`src/rtl/product_accumulator.sv`:
```
// rtl/product_accumulator.sv - sums every LEN accepted products into one flagged ready/valid result
module product_accumulator #(
    parameter int IN_WIDTH  = 32,
    parameter int ACC_WIDTH = 40,
    parameter int LEN       = 4
) (
    input  logic                 clk,
    input  logic                 reset,
    output logic                 i_ready,
    input  logic                 i_valid,
    input  logic [IN_WIDTH-1:0]  i_payload,
    input  logic                 o_ready,
    output logic                 o_valid,
    output logic [ACC_WIDTH-1:0] o_payload,
    output logic                 o_overflow
);

    localparam int CNT_W = (LEN > 1) ? $clog2(LEN) : 1;
    localparam logic [CNT_W-1:0] CNT_LAST = CNT_W'(LEN - 1);

    typedef enum logic {
        ST_ACCUM,
        ST_HOLD
    } state_t;

    state_t               state_q, state_d;
    logic [ACC_WIDTH-1:0] acc_q, acc_d;
    logic [CNT_W-1:0]     cnt_q, cnt_d;
    logic                 ovf_q, ovf_d;
    logic [ACC_WIDTH-1:0] pay_q, pay_d;
    logic                 oflag_q, oflag_d;

    logic [ACC_WIDTH:0]   sum;
    logic                 accept;

    always_comb begin
        sum     = {1'b0, acc_q} + {{(ACC_WIDTH + 1 - IN_WIDTH){1'b0}}, i_payload};
        accept  = (state_q == ST_ACCUM) && i_valid;
        state_d = state_q;
        acc_d   = acc_q;
        cnt_d   = cnt_q;
        ovf_d   = ovf_q;
        pay_d   = pay_q;
        oflag_d = oflag_q;
        case (state_q)
            ST_ACCUM: begin
                if (accept) begin
                    if (cnt_q == CNT_LAST) begin
                        // Final product of the group: publish and restart the group.
                        pay_d   = sum[ACC_WIDTH-1:0];
                        oflag_d = ovf_q | sum[ACC_WIDTH];
                        acc_d   = '0;
                        cnt_d   = '0;
                        ovf_d   = 1'b0;
                        state_d = ST_HOLD;
                    end else begin
                        acc_d = sum[ACC_WIDTH-1:0];
                        cnt_d = cnt_q + 1'b1;
                        ovf_d = ovf_q | sum[ACC_WIDTH];
                    end
                end
            end
            ST_HOLD: begin
                if (o_ready) begin
                    state_d = ST_ACCUM;
                end
            end
            default: state_d = ST_ACCUM;
        endcase
    end

    always_ff @(posedge clk) begin
        if (reset) begin
            state_q <= ST_ACCUM;
            acc_q   <= '0;
            cnt_q   <= '0;
            ovf_q   <= 1'b0;
            pay_q   <= '0;
            oflag_q <= 1'b0;
        end else begin
            state_q <= state_d;
            acc_q   <= acc_d;
            cnt_q   <= cnt_d;
            ovf_q   <= ovf_d;
            pay_q   <= pay_d;
            oflag_q <= oflag_d;
        end
    end

    // Held low during reset so upstream never sees a transfer while state is being cleared.
    assign i_ready    = (state_q == ST_ACCUM) && !reset;
    assign o_valid    = (state_q == ST_HOLD);
    assign o_payload  = pay_q;
    assign o_overflow = oflag_q;

endmodule

```
`config.mk`:
```
export PLATFORM = sky130hd
export DESIGN_NAME = product_accumulator
export DESIGN_NICKNAME = d
export VERILOG_FILES = /design/src/rtl/product_accumulator.sv
export SDC_FILE = /design/constraint.sdc
export NUM_CORES = 1
export LEC_CHECK = 0
export CAP_MARGIN = 10
export CORE_AREA = 2 2 111 113
export DETAILED_ROUTE_END_ITERATION = 8
export DIE_AREA = 0 0 113 115
export PLACE_DENSITY = 0.65
export SKIP_LAST_GASP = 1
export SLEW_MARGIN = 0
export SYNTH_ARGS = -nofsm -noshare
export SYNTH_HDL_FRONTEND = slang
export SYNTH_SLANG_ARGS = --single-unit
```
`constraint.sdc`:
```
create_clock -name clk -period 4.6 [get_ports clk]
set_clock_uncertainty 0.05 [all_clocks]
set_input_delay 0.92 -clock clk [delete_from_list [all_inputs] [get_ports clk]]
set_output_delay 0.92 -clock clk [all_outputs]
set_load 0.02 [all_outputs]
```
==> results.sh, run 1 <==
export IMPL_outcome="finished with violations"
export IMPL_violations="design-rule violations"
export IMPL_ys_seq_area_frac=0.3434
export IMPL_layout_common_cells="85 x dfxtp_1, 78 x clkdlybuf4s50_1, 46 x nor2_1"
export IMPL_grt_pass1_wl_microns=22190
export IMPL_cts_num_sinks=85
export IMPL_max_cap_viol_count=0
export IMPL_cts_tree="done"
export IMPL_timing_rr_end="acc_q[28]$_SDFFE_PP0P_"
export IMPL_r2r_start="acc_q[0]$_SDFFE_PP0P_"
export IMPL_yosys_warnings=0
export IMPL_postCtsResizedCells=0
export IMPL_clockBufferDepth=2
export IMPL_worstPathArrival_ps=3800
export IMPL_ff2ff_path_depth=10
export IMPL_yosysUniqueCellTypes=67
export IMPL_syn_area_sq_um=4955
export IMPL_grtUsageTotal=0.2134
export IMPL_p_sw_frac=0.3305
export IMPL_finalSetupViolCount=0
export IMPL_n_fill_cell=1121
export IMPL_min_to="o_payload[31]$_SDFFE_PP0P_"
export IMPL_area_delta_synth_final_pct=24.04
export IMPL_netlist_instances=571
export IMPL_fin_area_sq_um=6146
export IMPL_die_w_microns=113
export IMPL_p_int_w=0.001534
export IMPL_drtAntennaViolNets=0
export IMPL_num_io_pins=79
export IMPL_worstPathMaxFanout=8
export IMPL_drive_gt1_frac=0.06940
export IMPL_clk_pin_slew_worst_paths_ps=60
export IMPL_crit_slowest_cell="a2111oi_4"
export IMPL_synthArstFlopShare=0
export IMPL_via_per_inst=5.786
export IMPL_cts_root_buffer="clkbuf_16"
export IMPL_required_ps=4830
export IMPL_p_per_area_nw_per_um2=372.9
export IMPL_wl_microns=13460
export IMPL_insertedDiodeCount=0
export IMPL_tightest_slew_ps=1060
export IMPL_tns_ps=0
export IMPL_ys_seq_elements=85
export IMPL_cpPeakStageDelay_ps=480
export IMPL_dp_slack_ps=717.4
export IMPL_numCtsBuffers=9
export IMPL_total_leakage_power_nw=2.484
export IMPL_dieArea_sq_um=13000
export IMPL_overflow=0
export IMPL_cp_cell_sequence="clkdlybuf4s50_1 -> ha_1 -> a21oi_1 -> nand4b_2 -> a2111oi_4 -> nor2_4 -> a32oi_4 -> o211ai_1 -> or3_1 -> a31oi_1"
export IMPL_final_core_util=0.5203
export IMPL_num_vias=4519
export IMPL_dpl_cell_area_sq_um=5833
export IMPL_antenna_found_initial=0
export IMPL_port_buffers=78
export IMPL_seq_power_share=0.354
export IMPL_power_share_clock=0.335
export IMPL_cp_end_kind="flip-flop"
export IMPL_grt_max_degree=47
export IMPL_irDropWorstVdd_v=0.0001734
export IMPL_synth_edff_count=0
export IMPL_finalCritPeriodShare=0.7771
export IMPL_p_sw_w=0.0007575
export IMPL_core_area_sq_um=11810
export IMPL_finalHoldViolations=0
export IMPL_finalMaxSlewViolations=0
export IMPL_hold_class="flip-flop to flip-flop"
export IMPL_dp_hpwl_microns=9531
export IMPL_drc=7
export IMPL_path_class="input port to flip-flop"
export IMPL_start_util=0.4195
export IMPL_worstSkewPairLatency_ps=350
export IMPL_hold_depth=2
export IMPL_drt_iter0_markers=268
export IMPL_synth_flop_cell="dfxtp_1"
export IMPL_avgSynthCellArea_sq_um=8.677
export IMPL_slew_headroom=0.2904
export IMPL_drt_pass1_iter_count=7
export IMPL_routabilityCongestion=0.8976
export IMPL_ff2ff_setup_slack_ps=1730
export IMPL_routedWlPerCell_microns=17.23
export IMPL_path_depth=10
export IMPL_post_route_min_period_ps=3575
export IMPL_max_freq_ghz=0.2798
export IMPL_critPathLaunchType="input port"
export IMPL_rows=40
export IMPL_p_comb_frac=0.311
export IMPL_setup_ws_ps=1025
export IMPL_nets=699
export IMPL_first_global_vias=4484
export IMPL_die_h_microns=115
export IMPL_critPathBufInv=1
export IMPL_crit_family="compound AO/OA/AOI/OAI gates"
export IMPL_synth_nets=641
export IMPL_holdCritStartpoint="o_payload[31]$_SDFFE_PP0P_"
export IMPL_htreeDepth=3
export IMPL_rsz0062_at_grt="no"
export IMPL_hold_buffers=0
export IMPL_final_common_cell="dfxtp_1"
export IMPL_cts_setup_buffers=0
how the worst max path moves through the flow:
stage / startpoint / slack [ps] / endpoint
3_3_place_gp: i_payload[6] / 760 / o_payload[39]$_SDFFE_PP0P_
4_1_cts: i_payload[1] / 1040 / acc_q[35]$_SDFFE_PP0P_
5_1_grt: i_payload[1] / 900 / acc_q[35]$_SDFFE_PP0P_
3_5_place_dp: i_payload[0] / 720 / acc_q[28]$_SDFFE_PP0P_
2_1_floorplan: i_payload[0] / 1400 / acc_q[28]$_SDFFE_PP0P_
6_report: i_payload[1] / 1030 / acc_q[35]$_SDFFE_PP0P_
kinds of logic after synthesis:
group / count (synthesis) / share of synthesized area
DFF: 85 / 0.3434
and+or+nand+nor: 160 / 0.1606
AOI/OAI and AO/OA: 202 / 0.3000
buffers and inverters: 52 / 0.04116
xor gates and xnor gates: 37 / 0.06540
muxes: 1 / 0.002020
adders and majority gates: 34 / 0.08737
routing by layer:
layer  GRT usage  vias up  share of wire
li1            -     2241              -
met1      0.2690     2121           0.46
met2      0.3625      128           0.47
met3     0.04744       29          0.052
met4     0.07317        0          0.018
met5           0        -              0
power groups by stage:
stage,combinational [W],clock (W),sequential [W]
final,0.000712,0.000768,0.000812
after global routing,0.000781,0.000820,0.000818
after CTS,0.000706,0.000785,0.000812
after floorplan,0.000526,0,0.000826
after detailed placement,0.000698,0,0.000828
after global placement,0.000695,0,0.000826
stage by stage:
step / total power [W] / hold slack, ps / std cells
floorplan: 0.001352 / 385.6 / 571
global placement: 0.001521 / 383.0 / 765
detailed placement: 0.001526 / 389.7 / 765
CTS: 0.002303 / 398.5 / 781
global route: 0.002419 / 411.9 / 781
finish: 0.002292 / 392.6 / 781
worst reg2reg max path, stage by stage (launching register included):
cell and delay (ps):
dfxtp_1 320, ha_1 210, fa_1 420, a211oi_1 350, o211ai_2 150, a31o_2 260, o2bb2ai_1 280, o21a_1 190
o21ai_0 150, xnor2_1 180, a32o_1 210
flip-flops by register name, indices dropped and copies added, names as in the netlist:
name        cells
acc_q          40
cnt_q           2
o_overflow      1
o_payload      40
o_valid         1
ovf_q           1
synth_stat cells (18+ instances only):
master    instances  share of area
clkbuf_1         29          0.022
a22oi_1          22          0.033
ha_1             33          0.083
nor2_1           46          0.035
nand2_1          38          0.029
dfxtp_1          85           0.34
a21oi_1          42          0.042
xnor2_1          22          0.039
nand3_1          18          0.018
a22o_1           31          0.055
o21ai_0          21          0.021
final cells by class:
type	count	area, sq um	area share
Clock buffer	13	270.3	0.04397
Clock inverter	3	42.54	0.006922
Inverter	15	56.30	0.009161
Multi-Input combinational cell	434	3065	0.4988
Sequential cell	85	1702	0.2769
Tap cell	147	183.9	0.02993
Timing Repair Buffer	84	825.8	0.1344
Power figures use the tool's default switching activity.
==> inputs of run 2 (changes only) <==
==> constraint.sdc (replaced) <==
create_clock -name clk -period 3.3 [get_ports clk]
set_clock_uncertainty 0.05 [all_clocks]
set_input_delay 0.66 -clock clk [delete_from_list [all_inputs] [get_ports clk]]
set_output_delay 0.66 -clock clk [all_outputs]
set_load 0.02 [all_outputs]
==> run 2 against run 1 <==
Against the previous run:
- sequential power up 39%
- combinational power up 62%
- worst hold slack about the same
- via count up 5.4%
- first-iteration DRC count down 3.4%
- the flow still finishes with violations (design-rule violations)
- global-route usage up 0.98 points
- die area unchanged
- largest power group is now combinational cells
- register-to-register slack worse by 1200 ps
- worst setup slack worse by 930 ps
- critical endpoint is now o_payload[38]$_SDFFE_PP0P_
- count of clock-buffer cells in the layout down 2
==> results.sh, run 2 (synthesis results as in run 1) <==
export IMPL_outcome="finished with violations"
export IMPL_violations="design-rule violations"
export IMPL_post_route_min_period_ps=3208
export IMPL_first_global_vias=4804
export IMPL_grt_pass1_wl_microns=23350
export IMPL_final_common_cell="dfxtp_1"
export IMPL_dp_hpwl_microns=10330
export IMPL_required_ps=3490
export IMPL_seq_power_share=0.342
export IMPL_drt_iter0_markers=259
export IMPL_tightest_slew_ps=1094
export IMPL_wl_microns=13990
export IMPL_rsz0062_at_grt="yes"
export IMPL_hold_class="flip-flop to flip-flop"
export IMPL_nets=756
export IMPL_dp_slack_ps=-304.3
export IMPL_drive_gt1_frac=0.1507
export IMPL_grtUsageTotal=0.2233
export IMPL_crit_slowest_cell="fa_1"
export IMPL_path_class="input port to flip-flop"
export IMPL_finalHoldViolations=0
export IMPL_power_w=0.003314
export IMPL_finalMaxSlewViolations=0
export IMPL_area_delta_synth_final_pct=32.73
export IMPL_final_core_util=0.5568
export IMPL_tns_ps=0
export IMPL_p_comb_frac=0.346
export IMPL_power_share_clock=0.313
export IMPL_max_cap_viol_count=0
export IMPL_p_int_w=0.002237
export IMPL_die_h_microns=115
export IMPL_routabilityCongestion=0.9109
export IMPL_cp_cell_sequence="clkdlybuf4s50_1 -> ha_1 -> fa_1 -> a211oi_2 -> o211ai_2 -> a21oi_1 -> o21ai_2 -> a41o_1 -> buf_4 -> nand4_1 -> xnor2_1 -> a22o_1"
export IMPL_drc=7
export IMPL_worstSkewPairLatency_ps=350
export IMPL_antenna_found_initial=0
export IMPL_fin_cells=837
export IMPL_insertedDiodeCount=0
export IMPL_dieArea_sq_um=13000
export IMPL_rows=40
export IMPL_die_w_microns=113
export IMPL_num_io_pins=79
export IMPL_cts_tree="done"
export IMPL_drt_pass1_iter_count=7
export IMPL_irDropWorstVdd_v=0.0003201
export IMPL_worstPathMaxFanout=4
export IMPL_hold_buffers=0
export IMPL_core_area_sq_um=11810
export IMPL_num_vias=4764
export IMPL_worstPathArrival_ps=3400
export IMPL_start_util=0.4195
export IMPL_routedWlPerCell_microns=16.71
export IMPL_port_buffers=78
export IMPL_numCtsBuffers=9
export IMPL_finalSetupViolCount=0
export IMPL_p_sw_frac=0.3249
export IMPL_finalCritPeriodShare=0.9721
export IMPL_grt_max_degree=47
export IMPL_cp_end_kind="flip-flop"
export IMPL_drtAntennaViolNets=0
export IMPL_slew_headroom=0.2689
export IMPL_cpPeakStageDelay_ps=440
export IMPL_placed_cells=820
export IMPL_via_per_inst=5.692
export IMPL_p_per_area_nw_per_um2=504.0
export IMPL_cts_num_sinks=85
export IMPL_layout_common_cells="85 x dfxtp_1, 78 x clkdlybuf4s50_1, 63 x buf_4"
export IMPL_critPathLaunchType="input port"
export IMPL_htreeDepth=3
export IMPL_p_sw_w=0.001077
export IMPL_clockBufferDepth=2
export IMPL_max_freq_ghz=0.3117
export IMPL_setup_ws_ps=92.01
export IMPL_cts_root_buffer="clkbuf_16"
export IMPL_overflow=0
export IMPL_total_leakage_power_nw=2.748
export IMPL_clk_pin_slew_worst_paths_ps=60
run 2: path summary, 6_finish.rpt:
path,startpoint,end,slack [ps],cells past startpoint
worst max-delay path,i_payload[0],o_payload[38]$_SDFFE_PP0P_,90,12
worst min-delay path,o_payload[37]$_SDFFE_PP0P_,o_payload[37]$_SDFFE_PP0P_,390,2
worst max register to register,acc_q[0]$_SDFFE_PP0P_,o_payload[38]$_SDFFE_PP0P_,530,11
worst min register to register,o_payload[37]$_SDFFE_PP0P_,o_payload[37]$_SDFFE_PP0P_,390,2
run 2: power groups by stage:
stage | Sequential [W] | Combinational [W] | Clock, W
after floorplan | 0.00115 | 0.000733 | 0
after global placement | 0.00115 | 0.00111 | 0
after detailed placement | 0.00115 | 0.00112 | 0
after CTS | 0.00113 | 0.00113 | 0.00106
after global routing | 0.00114 | 0.00127 | 0.00109
final | 0.00113 | 0.00115 | 0.00104
run 2: layout make-up:
type                    instances  area (sq um)
clock inverters                 4         47.55
flip-flops and latches         85          1702
clock buffers                  11         252.7
fillers                      1137          5235
multi-input cells             434          3080
well taps                     147         183.9
repair buffers                141          1254
inverters                      15         56.30
run 2: worst max-delay path, delay by kind of cell:
family,cells,cell delay (ps)
simple gates,1,90
compound gates,6,1320
buf+inv,2,570
xor+xnor,1,80
fa+ha+maj,2,680
run 2: per-layer routing:
metal  GRT usage  routed length, microns  vias to the layer above  share of wire
li1            -                       -                     2351              -
met1      0.2764                    6505                     2288           0.46
met5           0                       0                        -              0
met4     0.09350                     301                        0          0.022
met3     0.03216                     484                       19          0.035
met2      0.3904                    6699                      106           0.48
run 2: repair_timing:
item,4_1_cts,5_1_grt
setup endpoints to repair,0,16
gates resized for setup,0,4
setup buffers,0,2
run 2: stage by stage:
step	hold slack (ps)	area, sq um
after CTS	399.0	6546
after global placement	383.6	6246
after global routing	428.6	6576
after detailed placement	390.3	6246
final	392.7	6576
after floorplan	385.6	4955
==> inputs of run 3 (changes only) <==
--- a/config.mk
+++ b/config.mk
@@ -6,10 +6,10 @@
 export NUM_CORES = 1
 export LEC_CHECK = 0
 export CAP_MARGIN = 10
-export CORE_AREA = 2 2 111 113
+export CORE_AREA = 2 2 99 101
 export DETAILED_ROUTE_END_ITERATION = 8
-export DIE_AREA = 0 0 113 115
-export PLACE_DENSITY = 0.65
+export DIE_AREA = 0 0 101 103
+export PLACE_DENSITY = 0.79
 export SKIP_LAST_GASP = 1
 export SLEW_MARGIN = 0
 export SYNTH_ARGS = -nofsm -noshare
==> run 3 against run 2 <==
Against the previous run:
- the run now ends clean
- total power fell by 7.1%
- worst setup slack better by 43 ps
- cell count down 3.9%
- largest cell class unchanged
- largest power group unchanged
==> results.sh, run 3 (synthesis results as in run 1) <==
export IMPL_path_class="input port to flip-flop"
export IMPL_via_per_inst=5.973
export IMPL_numCtsBuffers=9
export IMPL_grtUsageTotal=0.2708
export IMPL_nets=755
export IMPL_antenna_found_initial=0
export IMPL_wl_microns=13730
export IMPL_cpPeakStageDelay_ps=560
export IMPL_num_vias=4802
export IMPL_clockBufferDepth=2
export IMPL_ff2ff_setup_slack_ps=540
export IMPL_dieArea_sq_um=10400
export IMPL_n_fill_cell=806
export IMPL_required_ps=3560
export IMPL_routedWlPerCell_microns=17.08
export IMPL_post_route_min_period_ps=3165
export IMPL_worstPathMaxFanout=3
export IMPL_htreeDepth=3
export IMPL_p_per_area_nw_per_um2=477.7
export IMPL_irDropWorstVdd_v=0.0002398
export IMPL_insertedDiodeCount=0
export IMPL_cp_end_kind="flip-flop"
export IMPL_seqCellArea_sq_um=1702
export IMPL_min_to="o_payload[37]$_SDFFE_PP0P_"
export IMPL_drc=0
export IMPL_cts_num_sinks=85
export IMPL_outcome="complete, no violations"
export IMPL_cp_cell_sequence="clkdlybuf4s50_1 -> ha_1 -> a21oi_1 -> nand4b_2 -> a2111oi_0 -> buf_4 -> nor2_1 -> o21ai_1 -> buf_4 -> xor2_1 -> a22oi_1 -> nor2_1"
export IMPL_die_w_microns=101
export IMPL_crit_family="compound AO/OA/AOI/OAI gates"
export IMPL_crit_slowest_cell="a2111oi_0"
export IMPL_start_util=0.5238
export IMPL_grt_max_degree=47
export IMPL_clk_pin_slew_worst_paths_ps=90
export IMPL_drtAntennaViolNets=0
export IMPL_drt_iter0_markers=226
export IMPL_critPathLaunchType="input port"
export IMPL_total_leakage_power_nw=2.709
export IMPL_drt_pass1_iter_count=5
export IMPL_tightest_slew_ps=1249
export IMPL_finalMaxSlewViolations=0
export IMPL_cts_root_buffer="clkbuf_8"
export IMPL_routabilityCongestion=0.8829
export IMPL_tns_ps=0
export IMPL_grt_pass1_wl_microns=22340
export IMPL_final_core_util=0.6813
export IMPL_r2r_start="acc_q[0]$_SDFFE_PP0P_"
export IMPL_worstPathArrival_ps=3420
export IMPL_cts_tree="done"
export IMPL_hold_class="flip-flop to flip-flop"
export IMPL_finalCritPeriodShare=0.9592
export IMPL_multi_input_area_sq_um=3080
export IMPL_finalSetupViolCount=0
export IMPL_rows=36
export IMPL_slew_headroom=0.1653
export IMPL_core_area_sq_um=9459
export IMPL_die_h_microns=103
export IMPL_first_global_vias=4826
export IMPL_hold_depth=2
export IMPL_finalHoldViolations=0
export IMPL_critPathBufInv=3
export IMPL_timing_rr_end="acc_q[38]$_SDFFE_PP0P_"
export IMPL_final_common_cell="dfxtp_1"
export IMPL_max_cap_viol_count=0
export IMPL_holdCritStartpoint="o_payload[37]$_SDFFE_PP0P_"
export IMPL_port_buffers=78
export IMPL_max_freq_ghz=0.3159
export IMPL_overflow=0
export IMPL_ff2ff_path_depth=10
export IMPL_num_io_pins=79
export IMPL_drive_gt1_frac=0.1507
export IMPL_worstSkewPairLatency_ps=370
export IMPL_layout_common_cells="85 x dfxtp_1, 78 x clkdlybuf4s50_1, 61 x buf_4"
export IMPL_dp_hpwl_microns=10110
export IMPL_area_delta_synth_final_pct=30.08
==> run 3: cell types whose count changed in the layout (fill, tap and decap cells not counted), moves of 2 or more <==
cell,change
inv_6,+2
clkinv_4,+2
buf_4,-2
clkbuf_8,+7
clkbuf_16,-9
==> run 3: per-layer routing <==
| metal | track usage | vias up | wire [microns] |
|---|---|---|---|
| met5 | 0 | - | 0 |
| met3 | 0.03322 | 28 | 555 |
| met1 | 0.3396 | 2276 | 6074 |
| met2 | 0.4641 | 142 | 6791 |
| li1 | - | 2356 | - |
| met4 | 0.1299 | 0 | 311 |
==> run 3: tightest hold or removal path, delay by kind of cell, from the launching register on <==
family | cells | cell delay, ps
flip-flops | 1 | 320
AND/OR/NAND/NOR | 1 | 50
AO/OA/AOI/OAI | 1 | 50
==> run 3: power breakdown <==
part / leakage, nW / switching, W / internal (W)
Clock: 0.106 / 0.000421 / 0.000362
Sequential: 0.691 / 0.0000408 / 0.00109
Combinational: 1.91 / 0.000635 / 0.000528
==> run 3: stage by stage <==
| stage | cells | setup slack [ps] | hold slack [ps] | total power, W | area [sq um] |
|---|---|---|---|---|---|
| after detailed placement | 787 | -321.1 | 396.5 | 0.002283 | 6205 |
| after floorplan | 571 | 362.3 | 385.6 | 0.001885 | 4955 |
| after global routing | 804 | -22.03 | 437.2 | 0.003250 | 6445 |
| after CTS | 803 | 55.31 | 413.1 | 0.003066 | 6410 |
| after global placement | 787 | -228.1 | 382.6 | 0.002260 | 6205 |
| final | 804 | 134.8 | 411.2 | 0.003079 | 6445 |
==> run 3: what timing repair did <==
item | 4_1_cts | 5_1_grt
hold buffers | 0 | 0
endpoints found under the setup margin | 0 | 19
setup buffers | 0 | 1
gates resized for setup | 0 | 3
==> run 3: area by class of cell <==
class,count,share of cell area
multi-input cells,434,0.4780
flip-flops and latches,85,0.2640
repair buffers,140,0.1953
well taps,114,0.02213
clock buffers,9,0.01922
clock inverters,7,0.01262
inverters,15,0.008736
==> run 3: worst max-delay path by stage <==
stage | startpoint | endpoint | slack [ps] | depth (start not counted)
2_1_floorplan | i_payload[0] | acc_q[28]$_SDFFE_PP0P_ | 360 | 10
3_3_place_gp | i_payload[1] | acc_q[35]$_SDFFE_PP0P_ | -230 | 10
3_5_place_dp | i_payload[0] | acc_q[28]$_SDFFE_PP0P_ | -320 | 11
4_1_cts | i_payload[0] | acc_q[28]$_SDFFE_PP0P_ | 60 | 11
5_1_grt | i_payload[0] | acc_q[38]$_SDFFE_PP0P_ | -20 | 11
6_report | i_payload[1] | acc_q[19]$_SDFFE_PP0P_ | 130 | 12
